[src/rtl/pixel_pkg.sv]
// Shared types and helpers for packing 1/2/4/8 bpp pixels LSB-first into bytes.
package pixel_pkg;

   typedef logic [1:0] bpp_log2_t;

   function automatic logic [7:0] bpp_mask(bpp_log2_t l2);
      logic [7:0] m;
      case (l2)
         2'd0:    m = 8'h01;
         2'd1:    m = 8'h03;
         2'd2:    m = 8'h0F;
         default: m = 8'hFF;
      endcase
      return m;
   endfunction

   function automatic logic [7:0] insert_pixel(logic [7:0] acc, logic [7:0] pixel,
                                               logic [2:0] bit_pos, bpp_log2_t l2);
      return acc | ((pixel & bpp_mask(l2)) << bit_pos);
   endfunction

endpackage

[src/rtl/write_channel.sv]
// Byte-RAM write strobe bundle: addr/data/enable, one-cycle enable, no backpressure.
interface WriteChannel #(parameter int ADDR_SIZE = 11);

   logic [ADDR_SIZE-1:0] addr;
   logic [7:0]           data;
   logic                 enable;

   modport Master (output addr, data, enable);
   modport Slave  (input  addr, data, enable);

endinterface

[src/rtl/pixel_packer.sv]
// Packs a valid/ready pixel stream into bytes and emits one registered RAM write per byte.
module pixel_packer
   import pixel_pkg::*;
#(
   parameter int ADDR_SIZE  = 11,
   parameter int DATA_WIDTH = 8
) (
   input  logic                 clk,
   input  logic                 rst_n,
   input  logic                 start,
   input  logic [ADDR_SIZE-1:0] base_addr,
   input  bpp_log2_t            bpp_log2,
   input  logic                 in_valid,
   output logic                 in_ready,
   input  logic [7:0]           in_pixel,
   input  logic                 in_last,
   WriteChannel.Master          wr,
   output logic                 busy,
   output logic                 done
);

   if (DATA_WIDTH != 8) begin : g_width_check
      $error("pixel_packer: only DATA_WIDTH == 8 is supported");
   end

   typedef enum logic {S_IDLE, S_PACK} state_t;

   state_t               r_state;
   bpp_log2_t            r_bpp;
   logic [ADDR_SIZE-1:0] r_addr;
   logic [7:0]           r_acc;
   logic [2:0]           r_bit_pos;
   logic [ADDR_SIZE-1:0] r_wr_addr;
   logic [7:0]           r_wr_data;
   logic                 r_wr_en;
   logic                 r_done;

   logic [3:0]           w_bpp;
   logic                 w_full;
   logic [7:0]           w_word;
   logic                 w_accept;

   assign in_ready  = (r_state == S_PACK);
   assign busy      = in_ready;
   assign done      = r_done;
   assign wr.addr   = r_wr_addr;
   assign wr.data   = r_wr_data;
   assign wr.enable = r_wr_en;

   assign w_bpp    = 4'd1 << r_bpp;
   assign w_full   = (({1'b0, r_bit_pos} + w_bpp) == 4'd8);
   assign w_word   = insert_pixel(r_acc, in_pixel, r_bit_pos, r_bpp);
   assign w_accept = in_valid & in_ready;

   always_ff @(posedge clk or negedge rst_n) begin
      if (!rst_n) begin
         r_state   <= S_IDLE;
         r_bpp     <= '0;
         r_addr    <= '0;
         r_acc     <= '0;
         r_bit_pos <= '0;
         r_wr_addr <= '0;
         r_wr_data <= '0;
         r_wr_en   <= 1'b0;
         r_done    <= 1'b0;
      end else begin
         r_wr_en <= 1'b0;
         r_done  <= 1'b0;
         case (r_state)
            S_IDLE: begin
               if (start) begin
                  r_state   <= S_PACK;
                  r_addr    <= base_addr;
                  r_bpp     <= bpp_log2;
                  r_acc     <= '0;
                  r_bit_pos <= '0;
               end
            end
            default: begin
               if (w_accept) begin
                  // A short final byte is flushed as-is; unfilled high bits stay zero.
                  if (w_full || in_last) begin
                     r_wr_en   <= 1'b1;
                     r_wr_addr <= r_addr;
                     r_wr_data <= w_word;
                     r_addr    <= r_addr + 1'b1;
                     r_acc     <= '0;
                     r_bit_pos <= '0;
                  end else begin
                     r_acc     <= w_word;
                     r_bit_pos <= r_bit_pos + w_bpp[2:0];
                  end
                  if (in_last) begin
                     r_state <= S_IDLE;
                     r_done  <= 1'b1;
                  end
               end
            end
         endcase
      end
   end

endmodule

[src/flat_wrapper.sv]
// flat-port wrapper written by rule: the top's interface ports become plain ports
module pixel_packer_flat import pixel_pkg::*;
#(
   parameter int ADDR_SIZE  = 11,
   parameter int DATA_WIDTH = 8
)
  (clk, rst_n, start, base_addr, bpp_log2, in_valid, in_ready, in_pixel, in_last, busy, done, wr_addr, wr_data, wr_enable);
  WriteChannel #(.ADDR_SIZE(ADDR_SIZE)) wr_i ();
  input  logic clk;
  input  logic rst_n;
  input  logic start;
  input  logic [ADDR_SIZE-1:0] base_addr;
  input  bpp_log2_t bpp_log2;
  input  logic in_valid;
  output logic in_ready;
  input  logic [7:0] in_pixel;
  input  logic in_last;
  output logic busy;
  output logic done;
  output wire logic [$bits(wr_i.addr)-1:0] wr_addr;
  output wire logic [$bits(wr_i.data)-1:0] wr_data;
  output wire logic [$bits(wr_i.enable)-1:0] wr_enable;
  assign wr_addr = wr_i.addr;
  assign wr_data = wr_i.data;
  assign wr_enable = wr_i.enable;
  pixel_packer #(.ADDR_SIZE(ADDR_SIZE), .DATA_WIDTH(DATA_WIDTH)) u_core (.clk(clk), .rst_n(rst_n), .start(start), .base_addr(base_addr), .bpp_log2(bpp_log2), .in_valid(in_valid), .in_ready(in_ready), .in_pixel(in_pixel), .in_last(in_last), .wr(wr_i), .busy(busy), .done(done));
endmodule
[config.mk]
export PLATFORM = sky130hd
export DESIGN_NAME = pixel_packer_flat
export DESIGN_NICKNAME = d
export VERILOG_FILES = /design/src/rtl/pixel_pkg.sv /design/src/rtl/write_channel.sv /design/src/rtl/pixel_packer.sv /design/src/flat_wrapper.sv
export SDC_FILE = /design/constraint.sdc
export NUM_CORES = 1
export LEC_CHECK = 0
export BUFFER_PORTS_ARGS = -buffer_cell sky130_fd_sc_hd__buf_4
export CAP_MARGIN = 30
export CORE_UTILIZATION = 49
export CTS_CLUSTER_DIAMETER = 150
export DETAILED_ROUTE_END_ITERATION = 7
export MAX_ROUTING_LAYER = met4
export PLACE_DENSITY = 0.76
export SLEW_MARGIN = 10
export SYNTH_ARGS = -nofsm -noshare
export SYNTH_HDL_FRONTEND = slang
export SYNTH_SLANG_ARGS = --single-unit
[constraint.sdc]
create_clock -name clk -period 2.4 [get_ports clk]
set_clock_uncertainty 0.2 [all_clocks]
set_input_delay 0.12 -clock clk [delete_from_list [all_inputs] [get_ports clk]]
set_output_delay 0.12 -clock clk [all_outputs]
set_load 0.1 [all_outputs]
==> impl_metrics.toml <==
[worst_setup_path]
r2r_slack_ns = -0.18
r2r-end = "u_core.wr.data[4]"
r2r_start = "u_core.r_bpp[1]"
path_class = "register to register"
setup.worst_path.end_class = "register"
worstPathRequired_ns = 2.39
slowest_stage = "fa_2"
critPathLaunchType = "register"
rr_worst_depth = 9
crit_fanout = 6
cp_cell_sequence = "buf_12, nor2b_4, fa_2, nor2_4, o2111ai_2, o21a_4, inv_4, buf_12, mux2_4"
critical_path_arrival_ns = 2.57
critPathMaxStageDelay_ns = 0.50
cp_common_cell = "buf_12"

[floorplan]
placementRows = 24
ios = 49
die_y_um = 71.3
core_um2 = 4470
initial_core_util_pct = 52.5
die_area_um2 = 5080
die_x_um = 71.3

[finish]
syn_to_final_growth_pct = 48.0
final_layout_size_suffix_gt1_share_pct = 43.0
num_antenna_cells = 0
num-fill-cells = 290
nets = 358
stdcell_count = 380

[placement]
finalWeightedCongestion = 0.840
dp.cells = 342
port_buffers = 48
dpl.hpwl_mm = 4.03

[clock_tree]
cts_tree = "done"
numCtsBuffers = 5
clock_path_buffers = 2
htreeDepth = 2
clock_latency_ns = 0.31
clk_pin_slew_ns = 0.10
ctsRootBufferMaster = "clkbuf_8"
clock_sinks = 46

[synth]
synth_most_common_cell = "dfrtp_1"
synth-async-reset-ratio_pct = 100
syn_nets = 266
ys_seq_area_share_pct = 49.0
syn-instance-count = 235
ys.flop_type = "dfrtp_1"
synth.distinct_cells = 48
synth_top_area_share_pct = 49.0
ys_seq_elements = 46
yosys_warnings = 0
syn_area_per_cell_um2 = 10.0
yosysTopAreaCell = "dfrtp_1"
synth_area_leaders = "dfrtp_1, mux2_2, nand2_1, a21oi_1, nor2_1"
mappedNetlistArea_um2 = 2350
yosys-top-cells-count = "dfrtp_1, nand2_1, a21oi_1"
synth_edf_count = 0

[power_and_ir_drop]
power.leakage_uw = 0.00155
power_density_nw_per_um2 = 1460
power_frac_seq_pct = 26.5
swShare_pct = 51.6
p_clk_share_pct = 11.7
internal-power_uw = 2460
peakVddDrop_mv = 1.16
netSwitchingPower_uw = 2630
pwr-share-comb_pct = 61.8

[route]
final_antenna_net_count = 0
wl_per_cell_um = 17.7
vias_per_cell = 5.74
wl_mm = 6.72
vias = 2181
drc = 2
first_iter_violations = 148
dr.pass1.iters = 6

[status]
status = "finished with violations"
violations = "DRC, setup timing"

[sta]
rsz0062_at_grt = "true"
slew_violations = 0
final-hold-violation-count = 0
max_freq_mhz = 387
fin_crit_ns = 2.58
slew_headroom_pct = 60.7
tightestPinTransition_ns = 0.589
period_share_pct = 108
setup_viol_count_final = 35
fin_ws_ns = -0.183
hold_ws_ns = 0.0229

[global_route]
grt_pass1_vias = 2138
grt_use_total_pct = 27.8
antenna_found_initial = 0
grt_pass1_wl_mm = 10.4
grt_max_degree = 47
gr-total-overflow = 0

[worst_hold_path]
hold_path_depth = 4
min-delay-start = "base_addr[10]"
min_to = "u_core.r_addr[10]"
hold_path_class = "primary input to register"

[run]
maxCapViolCount = 0
[kinds of logic after synthesis]
kind of cell             Yosys count  synth area share [%]
AO/OA/AOI/OAI                     70                  20.1
multiplexers                      22                  10.2
AND/OR/NAND/NOR                   71                  13.4
XOR/XNOR                           1                 0.373
flip-flops                        46                  49.0
adder cells (fa/ha/maj)            5                  2.98
buffers and inverters             20                  3.89
[through the flow]
stage	TNS [ns]	instance area (um^2)	utilization, %	setup WS (ns)	power (uW)
2_1_floorplan	-0.736	2400	-	-0.119	3360
3_3_place_gp	-2.93	2900	64.9	-0.166	3950
3_5_place_dp	-4.45	2900	64.9	-0.238	3990
4_1_cts	-3.63	3260	72.9	-0.147	4770
5_1_grt	-7.12	3480	77.7	-0.255	5330
6_report	-4.14	3480	77.7	-0.183	5090
[sequential cells by signal, indices dropped and copies added, names as in the netlist]
register,flops
u_core.r_acc,8
u_core.wr.addr,11
u_core.r_bpp,2
u_core.r_addr,11
u_core.r_bit_pos,3
u_core.done,1
u_core.wr.data,8
u_core.wr.enable,1
u_core.busy,1
[repair_timing]
item                                   CTS  global route
pin swaps                                7            11
setup endpoints to repair               36            41
hold buffers                            14             1
gates cloned                             0             2
resized for setup                        8            40
setup buffers                            9             6
endpoints found under the hold margin   60             1
[layout make-up]
cell class                 instances  area [um^2]  share of cell area (%)
clock buffer                       5         68.8                    1.98
clock inverter                     3         43.8                    1.26
inverter                           7         28.8                   0.827
multi-input combinational        169         1290                    37.1
sequential                        46         1150                    33.2
tap                               52         65.1                    1.87
timing repair buffer              98          828                    23.8
[power groups by stage]
| stage | Combinational, uW | Sequential (uW) | Clock, uW |
|---|---|---|---|
| floorplan | 924 | 2430 | 0 |
| global placement | 2640 | 1320 | 0 |
| detailed placement | 2670 | 1320 | 0 |
| CTS | 2860 | 1320 | 600 |
| global route | 3310 | 1380 | 637 |
| finish | 3140 | 1350 | 594 |
[cell usage in the layout (no fill, tap or decap), drive strengths merged, types with 2 or more instances in the layout]
cell type and count:
dfrtp 46, mux2i 6, nand2 31, o21ai 10
inv 8, nand4 2, a211oi 5, clkbuf 5
buf 83, a22o 2, a21oi 21, mux2 16
o211ai 5, a41oi 2, nand3 3, nor3 4
a31oi 2, dlygate4sd3 15, o21a 2, o311ai 2
nor2 18, nor2b 6, a311oi 2, and2 2
a21boi 2, ha 4, a32o 2, o22ai 3
[critical path, delay by kind of cell, from the launching register on]
| family | cells | cell delay (ns) |
|---|---|---|
| adders and majority gates | 1 | 0.50 |
| DFF | 1 | 0.44 |
| buffers and inverters | 3 | 0.35 |
| muxes | 1 | 0.30 |
| AOI/OAI and AO/OA | 2 | 0.40 |
| and+or+nand+nor | 2 | 0.28 |
[per-layer routing]
metal | GRT usage [%] | wire (um)
met1 | 36.7 | 2870
met2 | 43.7 | 3490
met3 | 5.06 | 254
met4 | 9.56 | 105
met5 | - | 0
[how the worst max path moves through the flow]
stage / depth (start not counted) / slack, ns / startpoint / end
after floorplan: 9 / -0.12 / u_core.r_bpp[0] / u_core.r_addr[5]
after global placement: 9 / -0.17 / u_core.r_bpp[1] / u_core.r_addr[5]
after detailed placement: 9 / -0.24 / u_core.r_bpp[1] / u_core.r_addr[5]
after CTS: 7 / -0.15 / u_core.r_bpp[1] / u_core.wr.addr[9]
after global routing: 8 / -0.25 / u_core.r_bpp[0] / u_core.r_addr[5]
final: 9 / -0.18 / u_core.r_bpp[1] / u_core.wr.data[4]
Power figures use the tool's default switching activity.
